### src/rtl/instr_mem_loader.sv
// Program loader: packs a byte stream into little-endian words and writes them from address 0 while holding the core in reset.
// Latency: 5 cycles per word (4 byte accepts + 1 write); byte_ready is high only in RECV, so a stalled source simply pauses the load.
module instr_mem_loader #(
  parameter int DEPTH = 64,
  parameter int CNT_W = 7
) (
  input  logic             clk,
  input  logic             reset,
  input  logic             start,
  input  logic [CNT_W-1:0] word_count,
  input  logic             abort,
  input  logic             byte_valid,
  input  logic [7:0]       byte_data,
  output logic             byte_ready,
  output logic             mem_write_en,
  output logic [31:0]      mem_write_address,
  output logic [31:0]      mem_write_data,
  output logic             cpu_hold,
  output logic             busy,
  output logic             done,
  output logic             error
);

  localparam logic [CNT_W-1:0] DEPTH_C = CNT_W'(DEPTH);
  localparam logic [CNT_W-1:0] ONE_C   = CNT_W'(1);

  typedef enum logic [1:0] {IDLE, RECV, WRITE, DONE} state_t;

  state_t           state, state_nxt;
  logic [1:0]       byte_idx, byte_idx_nxt;
  logic [CNT_W-1:0] word_idx, word_idx_nxt;
  logic [CNT_W-1:0] count_q, count_nxt;
  logic [31:0]      asm_word, asm_nxt;
  logic [31:0]      addr_nxt, data_nxt;
  logic             busy_nxt, hold_nxt, error_nxt;
  logic             start_ok, last_word;

  assign start_ok  = (word_count != '0) && (word_count <= DEPTH_C);
  assign last_word = (word_idx == (count_q - ONE_C));

  always_comb begin
    state_nxt    = state;
    byte_idx_nxt = byte_idx;
    word_idx_nxt = word_idx;
    count_nxt    = count_q;
    asm_nxt      = asm_word;
    addr_nxt     = mem_write_address;
    data_nxt     = mem_write_data;
    busy_nxt     = busy;
    hold_nxt     = cpu_hold;
    error_nxt    = error;

    case (state)
      IDLE: begin
        if (start) begin
          if (start_ok) begin
            count_nxt    = word_count;
            byte_idx_nxt = '0;
            word_idx_nxt = '0;
            asm_nxt      = '0;
            error_nxt    = 1'b0;
            busy_nxt     = 1'b1;
            hold_nxt     = 1'b1;
            state_nxt    = RECV;
          end else begin
            error_nxt = 1'b1;
          end
        end
      end

      RECV: begin
        // abort wins over a byte offered in the same cycle
        if (abort) begin
          state_nxt    = IDLE;
          error_nxt    = 1'b1;
          busy_nxt     = 1'b0;
          hold_nxt     = 1'b1;
          byte_idx_nxt = '0;
          asm_nxt      = '0;
        end else if (byte_valid) begin
          asm_nxt[{byte_idx, 3'b000} +: 8] = byte_data;
          byte_idx_nxt = byte_idx + 2'd1;
          if (byte_idx == 2'd3) begin
            addr_nxt  = 32'(word_idx) << 2;
            data_nxt  = {byte_data, asm_word[23:0]};
            state_nxt = WRITE;
          end
        end
      end

      WRITE: begin
        if (abort) begin
          state_nxt    = IDLE;
          error_nxt    = 1'b1;
          busy_nxt     = 1'b0;
          hold_nxt     = 1'b1;
          byte_idx_nxt = '0;
          asm_nxt      = '0;
        end else begin
          word_idx_nxt = word_idx + ONE_C;
          byte_idx_nxt = '0;
          asm_nxt      = '0;
          state_nxt    = last_word ? DONE : RECV;
        end
      end

      DONE: begin
        busy_nxt  = 1'b0;
        hold_nxt  = 1'b0;
        state_nxt = IDLE;
      end

      default: state_nxt = IDLE;
    endcase
  end

  always_ff @(posedge clk) begin
    if (!reset) begin
      state             <= IDLE;
      byte_idx          <= '0;
      word_idx          <= '0;
      count_q           <= '0;
      asm_word          <= '0;
      mem_write_address <= '0;
      mem_write_data    <= '0;
      busy              <= 1'b0;
      cpu_hold          <= 1'b1;
      error             <= 1'b0;
    end else begin
      state             <= state_nxt;
      byte_idx          <= byte_idx_nxt;
      word_idx          <= word_idx_nxt;
      count_q           <= count_nxt;
      asm_word          <= asm_nxt;
      mem_write_address <= addr_nxt;
      mem_write_data    <= data_nxt;
      busy              <= busy_nxt;
      cpu_hold          <= hold_nxt;
      error             <= error_nxt;
    end
  end

  // The strobe is gated by abort and reset so a cancelled write never reaches the store.
  assign byte_ready   = (state == RECV);
  assign done         = (state == DONE);
  assign mem_write_en = (state == WRITE) && reset && !abort;

endmodule

### config.mk
export PLATFORM = sky130hd
export DESIGN_NAME = instr_mem_loader
export DESIGN_NICKNAME = d
export VERILOG_FILES = /design/src/rtl/instr_mem_loader.sv
export SDC_FILE = /design/constraint.sdc
export NUM_CORES = 1
export LEC_CHECK = 0
export BUFFER_PORTS_ARGS = -buffer_cell sky130_fd_sc_hd__buf_2
export CORE_UTILIZATION = 58
export CTS_CLUSTER_SIZE = 14
export DETAILED_ROUTE_END_ITERATION = 8
export PLACE_DENSITY = 0.89
export SLEW_MARGIN = 40
export SYNTH_ARGS = -nofsm -noshare
export SYNTH_HDL_FRONTEND = slang
export SYNTH_SLANG_ARGS = --single-unit
### constraint.sdc
create_clock -name clk -period 5.9 [get_ports clk]
set_input_delay 0.885 -clock clk [delete_from_list [all_inputs] [get_ports clk]]
set_output_delay 0.885 -clock clk [all_outputs]
set_load 0.02 [all_outputs]
==> impl_metrics.py, run 1 <==
metrics = {
    "pwr": {
        "pwr_density_cell_mw_per_mm2": 261,
        "leakage_nw": 1.81,
        "ir_drop_v": 0.000225,
    },
    "synth": {
        "ys_seq_area_share_pct": 42.6,
        "synthCells": 468,
        "ys.flop_type": "dfxtp_1",
        "ys_ff_latch": 84,
        "post-synth-top-area-fraction_pct": 42.6,
        "synthArstFlopShare_pct": 0,
        "synth_edf_count": 0,
        "synth_area_mm2": 0.00395,
        "synth_cell_types": 48,
        "netlist_top_cells_area": "dfxtp_1, nand2_1, mux2i_1, a21oi_1, buf_4",
        "synth_most_common_cell": "nand2_1",
        "syn_avg_cell_area_um2": 8.44,
        "ys_warn_count": 0,
        "yosys.area.top_type": "dfxtp_1",
        "synth_common_cells": "nand2_1, dfxtp_1, a21oi_1",
    },
    "clocking": {
        "insertion_delay_ps": 350,
        "cts-root-buf": "clkbuf_8",
        "cts.sinks": 84,
        "cts_tree": "built",
        "clk_pin_slew_ps": 80,
        "cts_hold_buf": 0,
        "numCtsBuffers": 9,
        "cts_setup_buffers": 0,
        "cts_max_path_buffers": 2,
        "post_cts_resized": 0,
        "htreeDepth": 3,
    },
    "global_routing": {
        "grt_max_degree": 56,
        "grt_pass1_wl_um": 14200,
        "grt.total_usage_pct": 24.5,
        "first_global_vias": 3059,
        "grt_overflow": 0,
        "grt_antenna_before_repair": 0,
    },
    "timing": {
        "relSlewSlack_pct": 47.1,
        "rsz0062_at_grt": "no",
        "clock_skew_ps": 10.1,
        "timing.fmax_ghz": 0.325,
        "final-max-slew-violation-count": 0,
        "post-route-period-util_pct": 52.2,
        "fin_tns_setup_ps": 0,
        "worst_pin_slew_ps": 787,
        "fin_crit_ps": 3080,
        "hold_viol": 0,
        "setup_viol": 0,
    },
    "die": {
        "core_area_mm2": 0.00646,
        "rows": 29,
        "die_area_mm2": 0.00715,
        "fp.dieW_um": 84.5,
        "io-pin-count": 90,
        "initial_utilization_pct": 61.2,
        "die_h_um": 84.5,
    },
    "min_path": {
        "hp-class": "register to register",
        "hold_depth": 2,
        "hold_end": "mem_write_data[4]$_SDFFE_PN0P_",
        "hp-start": "asm_word[4]$_SDFFE_PN0P_",
    },
    "finish": {
        "area_growth_pct": 11.0,
        "nets": 549,
        "diodes": 0,
        "design_area_mm2": 0.00438,
        "num-fill-cells": 529,
        "seqCellArea_mm2": 0.00168,
        "multi_input_area_mm2": 0.00202,
        "drive_gt1_share_pct": 18.0,
    },
    "setup_path": {
        "cp-end-kind": "register",
        "reg2reg_from": "state[1]$_SDFFE_PN0P_",
        "required_ps": 6170,
        "startpoint_type": "input port",
        "regToRegEndpoint": "state[1]$_SDFFE_PN0P_",
        "setup.worst_path.class": "input port to register",
        "rr_worst_depth": 7,
        "critPathArrivalTime_ps": 3350,
        "reg2reg_slack_ps": 3610,
        "crit_path_max_fanout": 25,
    },
    "drt": {
        "drt_drc_violations_left": 11,
        "vias": 3327,
        "drt_wl_total_um": 8410,
        "drt_first_pass_iters": 6,
        "ant_nets": 0,
        "drtIter0Drc": 288,
        "wl_per_cell_um": 14.0,
        "viasPerCell": 5.55,
    },
    "status": {
        "violations": "DRC",
        "status": "complete, but fails checks",
    },
    "flow_run": {
        "max_cap_viol_count": 0,
    },
    "place": {
        "portBuffers": 64,
        "place_area_mm2": 0.00417,
        "dpl.hpwl_um": 5840,
        "gp_congestion": 0.872,
    },
}
-- per-layer routing --
metal | track usage, % | vias to the layer above | part of all wire (%)
met3 | 3.44 | 26 | 4.2
li1 | - | 1651 | -
met5 | 0 | - | 0
met2 | 41.2 | 96 | 50
met4 | 13.3 | 0 | 2.9
met1 | 30.5 | 1554 | 42
-- cell usage in the layout, fill, tap and decap left out, types with 4 or more instances in the layout --
master | synthesis | final
nand2_1 | 109 | 109
a21oi_1 | 48 | 48
inv_1 | 8 | 8
mux2i_1 | 30 | 30
ha_1 | 11 | 11
clkbuf_8 | 0 | 11
o21ai_0 | 5 | 5
buf_2 | 1 | 63
xor2_1 | 5 | 5
or3_1 | 6 | 6
nor2_1 | 15 | 14
or4_1 | 6 | 6
o31ai_1 | 5 | 5
dfxtp_1 | 84 | 84
nand3_1 | 30 | 30
nor3_1 | 7 | 7
nand2b_1 | 4 | 4
conb_1 | 1 | 25
-- state kept, by name (all words and copies together), names as in the netlist --
name	count
mem_write_data	32
asm_word	24
count_q	7
mem_write_address	7
word_idx	7
byte_idx	2
state	2
busy	1
cpu_hold	1
error	1
-- cell families (layout without fill, tap and decap cells) --
family,after synthesis,in the layout,synth area share (%)
XOR/XNOR,9,9,2.34
adder cells (fa/ha/maj),11,11,3.48
other,1,25,0.0949
buffers and inverters,60,90,8.87
flip-flops,84,84,42.6
AND/OR/NAND/NOR,194,194,22.5
AO/OA/AOI/OAI,79,79,12.5
multiplexers,30,30,7.60
-- layout make-up --
cell class,count,share of cell area [%]
tap,77,2.20
clock inverter,4,1.28
multi-input combinational,348,46.2
clock buffer,11,3.45
sequential,84,38.4
inverter,9,0.828
timing repair buffer,66,7.71
-- worst max-delay path by stage --
stage	start	end	cells after the start
final	word_count[0]	asm_word[12]$_SDFFE_PN0P_	6
after global routing	word_count[0]	asm_word[20]$_SDFFE_PN0P_	6
after CTS	reset	mem_write_en	4
after detailed placement	word_count[0]	asm_word[18]$_SDFFE_PN0P_	6
after global placement	reset	mem_write_en	4
after floorplan	word_count[0]	asm_word[0]$_SDFFE_PN0P_	6
-- worst max-delay path, cell delays in order --
cell	delay [ps]
buf_2	110
or4_4	570
or4_4	460
a31oi_4	570
or3_1	490
mux2i_1	260
-- report_power, final --
group	leakage [nW]	total (mW)	switching, mW	internal, mW
Sequential	0.678	0.580	0.00641	0.573
Clock	0.106	0.423	0.203	0.219
Combinational	1.03	0.141	0.0947	0.0458
-- through the flow --
stage          util (%)  hold WS (ps)  std cells  total power [mW]  setup WS, ps
4_1_cts            67.8           456        599              1.15          2560
3_5_place_dp       64.6           444        584             0.732          2480
6_report           67.9           452        599              1.14          2820
2_1_floorplan         -           432        492             0.721          3230
5_1_grt            67.9           471        599              1.19          2710
3_3_place_gp       64.4           442        584             0.726          2430
No activity file was read; power rests on OpenSTA's default activity.
==> run 2, diff against run 1 <==
ABC_AREA = 1   (was unset)
CORE_UTILIZATION = 49   (was 58)
PLACE_DENSITY = 0.8   (was 0.89)
clock period = 2.8 ns   (was 5.9 ns; I/O delays follow)
==> run 2 against run 1 <==
- the run now ends clean
- combinational power rose to 4.4 times the previous value
- area after synthesis up 2.0%
- count of clock-buffer cells in the layout down 1
- synthesized cell count up 14%
- first-iteration DRC count down 35%
- sequential share of layout area down 0.81 points
- register-to-register slack worse by 2700 ps
- worst hold slack worse by 140 ps
- highest routed layer unchanged
- non-clock buffer count unchanged
- cell count up 16%
- global-route usage down 3.4 points
- critical path depth up 1
==> impl_metrics.py, run 2 <==
metrics = {
    "synth": {
        "synth_cell_types": 32,
        "ys_ff_latch": 84,
        "ys_seq_area_share_pct": 41.7,
        "syn_avg_cell_area_um2": 7.54,
        "synth_area_mm2": 0.00403,
        "ys_warn_count": 0,
        "synthCells": 535,
        "synth_most_common_cell": "dfxtp_1",
        "netlist_top_cells_area": "dfxtp_1, a21oi_1, o21ai_0, nand2_1, nor2_1",
        "synth_edf_count": 0,
        "post-synth-top-area-fraction_pct": 41.7,
        "yosys.area.top_type": "dfxtp_1",
        "synth_common_cells": "dfxtp_1, a21oi_1, nand2_1",
        "ys.flop_type": "dfxtp_1",
        "synthArstFlopShare_pct": 0,
    },
    "pwr": {
        "p_int_mw": 1.90,
        "switching_share_pct": 33.2,
        "pwr-share-seq_pct": 47.2,
        "pwr-share-comb_pct": 21.8,
        "power.switching_uw": 943,
        "pwr_density_cell_mw_per_mm2": 634,
        "leakage_nw": 2.09,
        "clkPwrFrac_pct": 31.0,
        "ir_drop_v": 0.000318,
    },
    "die": {
        "io-pin-count": 90,
        "core_area_mm2": 0.00785,
        "fp.dieW_um": 92.7,
        "die_h_um": 92.7,
        "initial_utilization_pct": 51.4,
        "die_area_mm2": 0.00859,
        "rows": 32,
    },
    "timing": {
        "fin_crit_ps": 2180,
        "fin_tns_setup_ps": 0,
        "final-max-slew-violation-count": 0,
        "worst_pin_slew_ps": 637,
        "rsz0062_at_grt": "no",
        "post-route-period-util_pct": 77.8,
        "relSlewSlack_pct": 57.6,
        "setup_viol": 0,
        "clock_skew_ps": 7.68,
        "hold_viol": 0,
        "timing.fmax_ghz": 0.459,
    },
    "setup_path": {
        "crit_family": "buffers and inverters",
        "crit_cells": 7,
        "required_ps": 2380,
        "cp-end-kind": "output pin",
        "crit_path_max_fanout": 6,
        "setup.worst_path.class": "register to output pin",
        "rr_worst_depth": 7,
        "startpoint_type": "register",
        "critPathArrivalTime_ps": 1760,
        "cp_num_buf_inv": 4,
        "slowest_stage": "dfxtp_1",
        "cp_cell_sequence": "inv_1 > ha_1 > inv_2 > nor2_1 > inv_1 > nor2_1 > buf_2",
        "critical_path.max_stage_delay_ps": 350,
    },
    "place": {
        "portBuffers": 64,
        "gp_congestion": 0.885,
        "place_area_mm2": 0.00428,
        "dpl.hpwl_um": 5970,
    },
    "min_path": {
        "hold_depth": 3,
        "hp-class": "input port to register",
    },
    "drt": {
        "drt_wl_total_um": 8510,
        "vias": 3426,
        "ant_nets": 0,
        "drt_drc_violations_left": 0,
        "drt_first_pass_iters": 4,
        "viasPerCell": 4.94,
        "wl_per_cell_um": 12.3,
        "drtIter0Drc": 188,
    },
    "finish": {
        "nets": 618,
        "diodes": 0,
        "top_regs": "mem_write_data (32), asm_word (24)",
        "top_register": "mem_write_data",
        "num-fill-cells": 751,
        "final_cell_mix": "dfxtp_1, a21oi_1, nand2_1",
        "drive_gt1_share_pct": 17.6,
        "largest_reg_flops": 32,
        "layout_commonest_cell": "dfxtp_1",
        "design_area_mm2": 0.00448,
        "area_growth_pct": 11.1,
        "post-route-util_pct": 57.1,
    },
    "flow_run": {
        "max_cap_viol_count": 0,
    },
    "global_routing": {
        "use_met3_pct": 5.42,
        "grt_max_degree": 77,
        "grt_util_met2_pct": 33.5,
        "use_met1_pct": 27.5,
        "grt_overflow": 0,
        "grt_pass1_wl_um": 14400,
        "grt.busiest_layer": "met2",
        "first_global_vias": 3140,
        "grt.total_usage_pct": 21.2,
        "grt_antenna_before_repair": 0,
    },
    "status": {
        "status": "completed",
    },
    "clocking": {
        "clk_pin_slew_ps": 90,
        "cts_setup_buffers": 0,
        "cts-root-buf": "clkbuf_8",
        "insertion_delay_ps": 370,
        "htreeDepth": 3,
        "cts.sinks": 84,
        "post_cts_resized": 0,
        "numCtsBuffers": 9,
        "cts_hold_buf": 0,
        "cts_max_path_buffers": 2,
        "cts_tree": "built",
    },
}
==> run 2: changes by cell type after synthesis, sizes merged, moves of 20 or more <==
cell,delta
o21ai,+61
nor2,+48
inv,+47
nand2,-35
mux2i,-30
a21oi,+20
==> run 2: stage by stage <==
step | setup slack [ps] | cells | total power, mW | hold slack [ps]
2_1_floorplan | 1130 | 559 | 1.90 | 424
3_3_place_gp | 1030 | 678 | 1.96 | 440
3_5_place_dp | 938 | 678 | 1.98 | 447
4_1_cts | 607 | 694 | 2.85 | 309
5_1_grt | 457 | 694 | 3.00 | 336
6_report | 622 | 694 | 2.84 | 316
==> run 2: worst reg2reg max path, delay by kind of cell, from the launching register on <==
family	cells	cell delay, ps
fa+ha+maj	1	510
buf+inv	2	260
simple gates	2	480
flops	1	370
compound gates	2	260
==> run 2: kinds of logic (layout without fill, tap and decap cells) <==
group	count (synthesis)	count (layout)	synth area share, %
simple gates	181	181	21.7
compound gates	142	142	17.9
flops	84	84	41.7
xor+xnor	9	9	1.96
buf+inv	107	140	13.2
fa+ha+maj	11	11	3.41
other cells	1	25	0.0930
==> run 2: cell type report <==
type,instances,area (um2),area share (%)
Multi-Input combinational cell,368,1910,42.7
Sequential cell,84,1680,37.5
Timing Repair Buffer,66,335,7.49
Inverter,58,219,4.89
Clock buffer,10,128,2.85
Tap cell,102,128,2.85
Clock inverter,6,73.8,1.65
==> run 2: worst paths after layout <==
check	endpoint	start	slack, ps
min reg2reg	asm_word[8]$_SDFFE_PN0P_	asm_word[8]$_SDFFE_PN0P_	460
max	mem_write_en	state[0]$_SDFFE_PN0P_	620
min	count_q[5]$_SDFFE_PN0P_	word_count[5]	320
max reg2reg	asm_word[1]$_SDFFE_PN0P_	byte_idx[0]$_SDFFE_PN0P_	870
==> run 2: metal layers <==
metal	vias up	routed length [um]
li1	1790	-
met1	1525	4080
met2	97	3790
met3	14	498
met4	0	142
met5	-	0
==> run 2: power groups by stage <==
stage | combinational, mW | sequential (mW) | clock [mW]
3_5_place_dp | 0.614 | 1.37 | 0
6_report | 0.618 | 1.34 | 0.880
5_1_grt | 0.703 | 1.35 | 0.939
2_1_floorplan | 0.530 | 1.37 | 0
3_3_place_gp | 0.592 | 1.36 | 0
4_1_cts | 0.616 | 1.34 | 0.891
==> run 3, diff against run 2 <==
clock period = 2 ns   (was 2.8 ns; I/O delays follow)
==> run 3 against run 2 <==
- critical path depth did not move
- sequential cell count is the same
- register-to-register slack worse by 690 ps
- via count increased by 3.6%
- final area up 1.2%
- global-route usage rose by 0.18 points
- wire length up 2.7%
- sequential power increased by 40%
- die area is the same
- setup slack got worse by 500 ps
- first-iteration DRC count grew 48%
- non-clock buffer count rose by 2
- critical path type unchanged
==> impl_metrics.py, run 3 (same netlist as run 2, synthesis figures left out) <==
metrics = {
    "drt": {
        "drt_first_pass_iters": 5,
        "ant_nets": 0,
        "drtIter0Drc": 278,
        "wl_per_cell_um": 12.6,
        "vias": 3548,
        "viasPerCell": 5.10,
        "drt_wl_total_um": 8740,
        "drt_drc_violations_left": 0,
    },
    "finish": {
        "layout_commonest_cell": "dfxtp_1",
        "largest_reg_flops": 32,
        "top_register": "mem_write_data",
        "top_regs": "mem_write_data (32), asm_word (24)",
        "final_cell_mix": "dfxtp_1, a21oi_1, nand2_1",
        "diodes": 0,
        "drive_gt1_share_pct": 18.4,
        "area_growth_pct": 12.5,
        "nets": 620,
    },
    "setup_path": {
        "crit_path_max_fanout": 6,
        "critPathArrivalTime_ps": 1580,
        "cp_num_buf_inv": 4,
        "required_ps": 1700,
        "crit_family": "buffers and inverters",
        "cp-end-kind": "output pin",
        "slowest_stage": "dfxtp_1",
        "startpoint_type": "register",
        "setup.worst_path.class": "register to output pin",
        "critical_path.max_stage_delay_ps": 360,
        "cp_cell_sequence": "inv_2 > ha_4 > inv_2 > nor2_1 > inv_1 > nor2_1 > buf_4",
    },
    "die": {
        "io-pin-count": 90,
        "die_area_mm2": 0.00859,
        "core_area_mm2": 0.00785,
        "fp.dieW_um": 92.7,
        "die_h_um": 92.7,
        "rows": 32,
        "initial_utilization_pct": 51.4,
    },
    "clocking": {
        "htreeDepth": 3,
        "clk_pin_slew_ps": 80,
        "insertion_delay_ps": 360,
        "cts_hold_buf": 0,
        "cts.sinks": 84,
        "cts_tree": "built",
        "cts_max_path_buffers": 2,
        "numCtsBuffers": 9,
        "cts-root-buf": "clkbuf_8",
    },
    "timing": {
        "hold_viol": 0,
        "final-max-slew-violation-count": 0,
        "worst_pin_slew_ps": 638,
        "clock_skew_ps": 9.30,
        "setup_viol": 0,
        "fin_tns_setup_ps": 0,
        "setup_ws_ps": 124,
        "rsz0062_at_grt": "no",
        "post-route-period-util_pct": 93.8,
        "fin_crit_ps": 1880,
        "timing.fmax_ghz": 0.533,
        "relSlewSlack_pct": 57.5,
    },
    "pwr": {
        "pwr_density_cell_mw_per_mm2": 901,
        "ir_drop_v": 0.000493,
        "leakage_nw": 2.11,
        "total_power_mw": 4.08,
    },
    "place": {
        "dpl.hpwl_um": 6140,
        "gp_congestion": 0.905,
        "place_ws_ps": 125,
        "portBuffers": 64,
    },
    "global_routing": {
        "grt_antenna_before_repair": 0,
        "grt_max_degree": 77,
        "grt.total_usage_pct": 21.3,
        "grt_overflow": 0,
        "first_global_vias": 3137,
        "grt_pass1_wl_um": 14600,
    },
    "min_path": {
        "hp-class": "input port to register",
    },
    "flow_run": {
        "max_cap_viol_count": 0,
    },
    "status": {
        "status": "completed",
    },
}
## run 3: where the power goes
part | total, mW | switching, mW | internal, mW
registers | 1.88 | 0.0686 | 1.81
logic | 0.898 | 0.632 | 0.266
clock network | 1.31 | 0.597 | 0.708
## run 3: metrics by stage
stage | util (%) | hold WS (ps) | cell area (um2) | std cells
3_3_place_gp | 54.7 | 444 | 4290 | 680
2_1_floorplan | - | 424 | 4120 | 559
5_1_grt | 57.8 | 217 | 4530 | 696
3_5_place_dp | 54.7 | 445 | 4290 | 680
6_report | 57.8 | 209 | 4530 | 696
4_1_cts | 57.6 | 193 | 4520 | 696
## run 3: worst paths after layout
kind / from / end / slack (ps) / cells after the start
worst min-delay path: word_count[5] / count_q[5]$_SDFFE_PN0P_ / 210 / 3
worst min register to register: asm_word[8]$_SDFFE_PN0P_ / asm_word[8]$_SDFFE_PN0P_ / 460 / 2
worst max-delay path: state[0]$_SDFFE_PN0P_ / mem_write_en / 120 / 7
worst max register to register: byte_idx[0]$_SDFFE_PN0P_ / asm_word[13]$_SDFFE_PN0P_ / 180 / 6
## run 3: what timing repair did
action / CTS / global route
resized for setup: 2 / 5
endpoints found under the setup margin: 1 / 10
gates cloned: 0 / 0
pin swaps: 0 / 0
buffers inserted: 0 / 0
## run 3: routing by layer
layer	vias up	global-route usage [%]	part of all wire [%]
li1	1797	-	-
met1	1593	29.4	46
met2	145	32.9	45
met3	13	3.45	6.8
met4	0	9.36	2.0
met5	-	0	0
## run 3: cell type report
class                      count  area (um2)
multi-input combinational    368        1940
timing repair buffer          68         353
tap                          102         128
clock buffer                  11         131
sequential                    84        1680
inverter                      58         219
fill                         722        3310
clock inverter                 5        83.8
## run 3: worst register-to-register path, delay by kind of cell (launching register included)
kind / cells / cell delay [ps]
adder cells (fa/ha/maj): 1 / 510
AND/OR/NAND/NOR: 2 / 440
flip-flops: 1 / 360
AO/OA/AOI/OAI: 2 / 290
buffers and inverters: 1 / 160
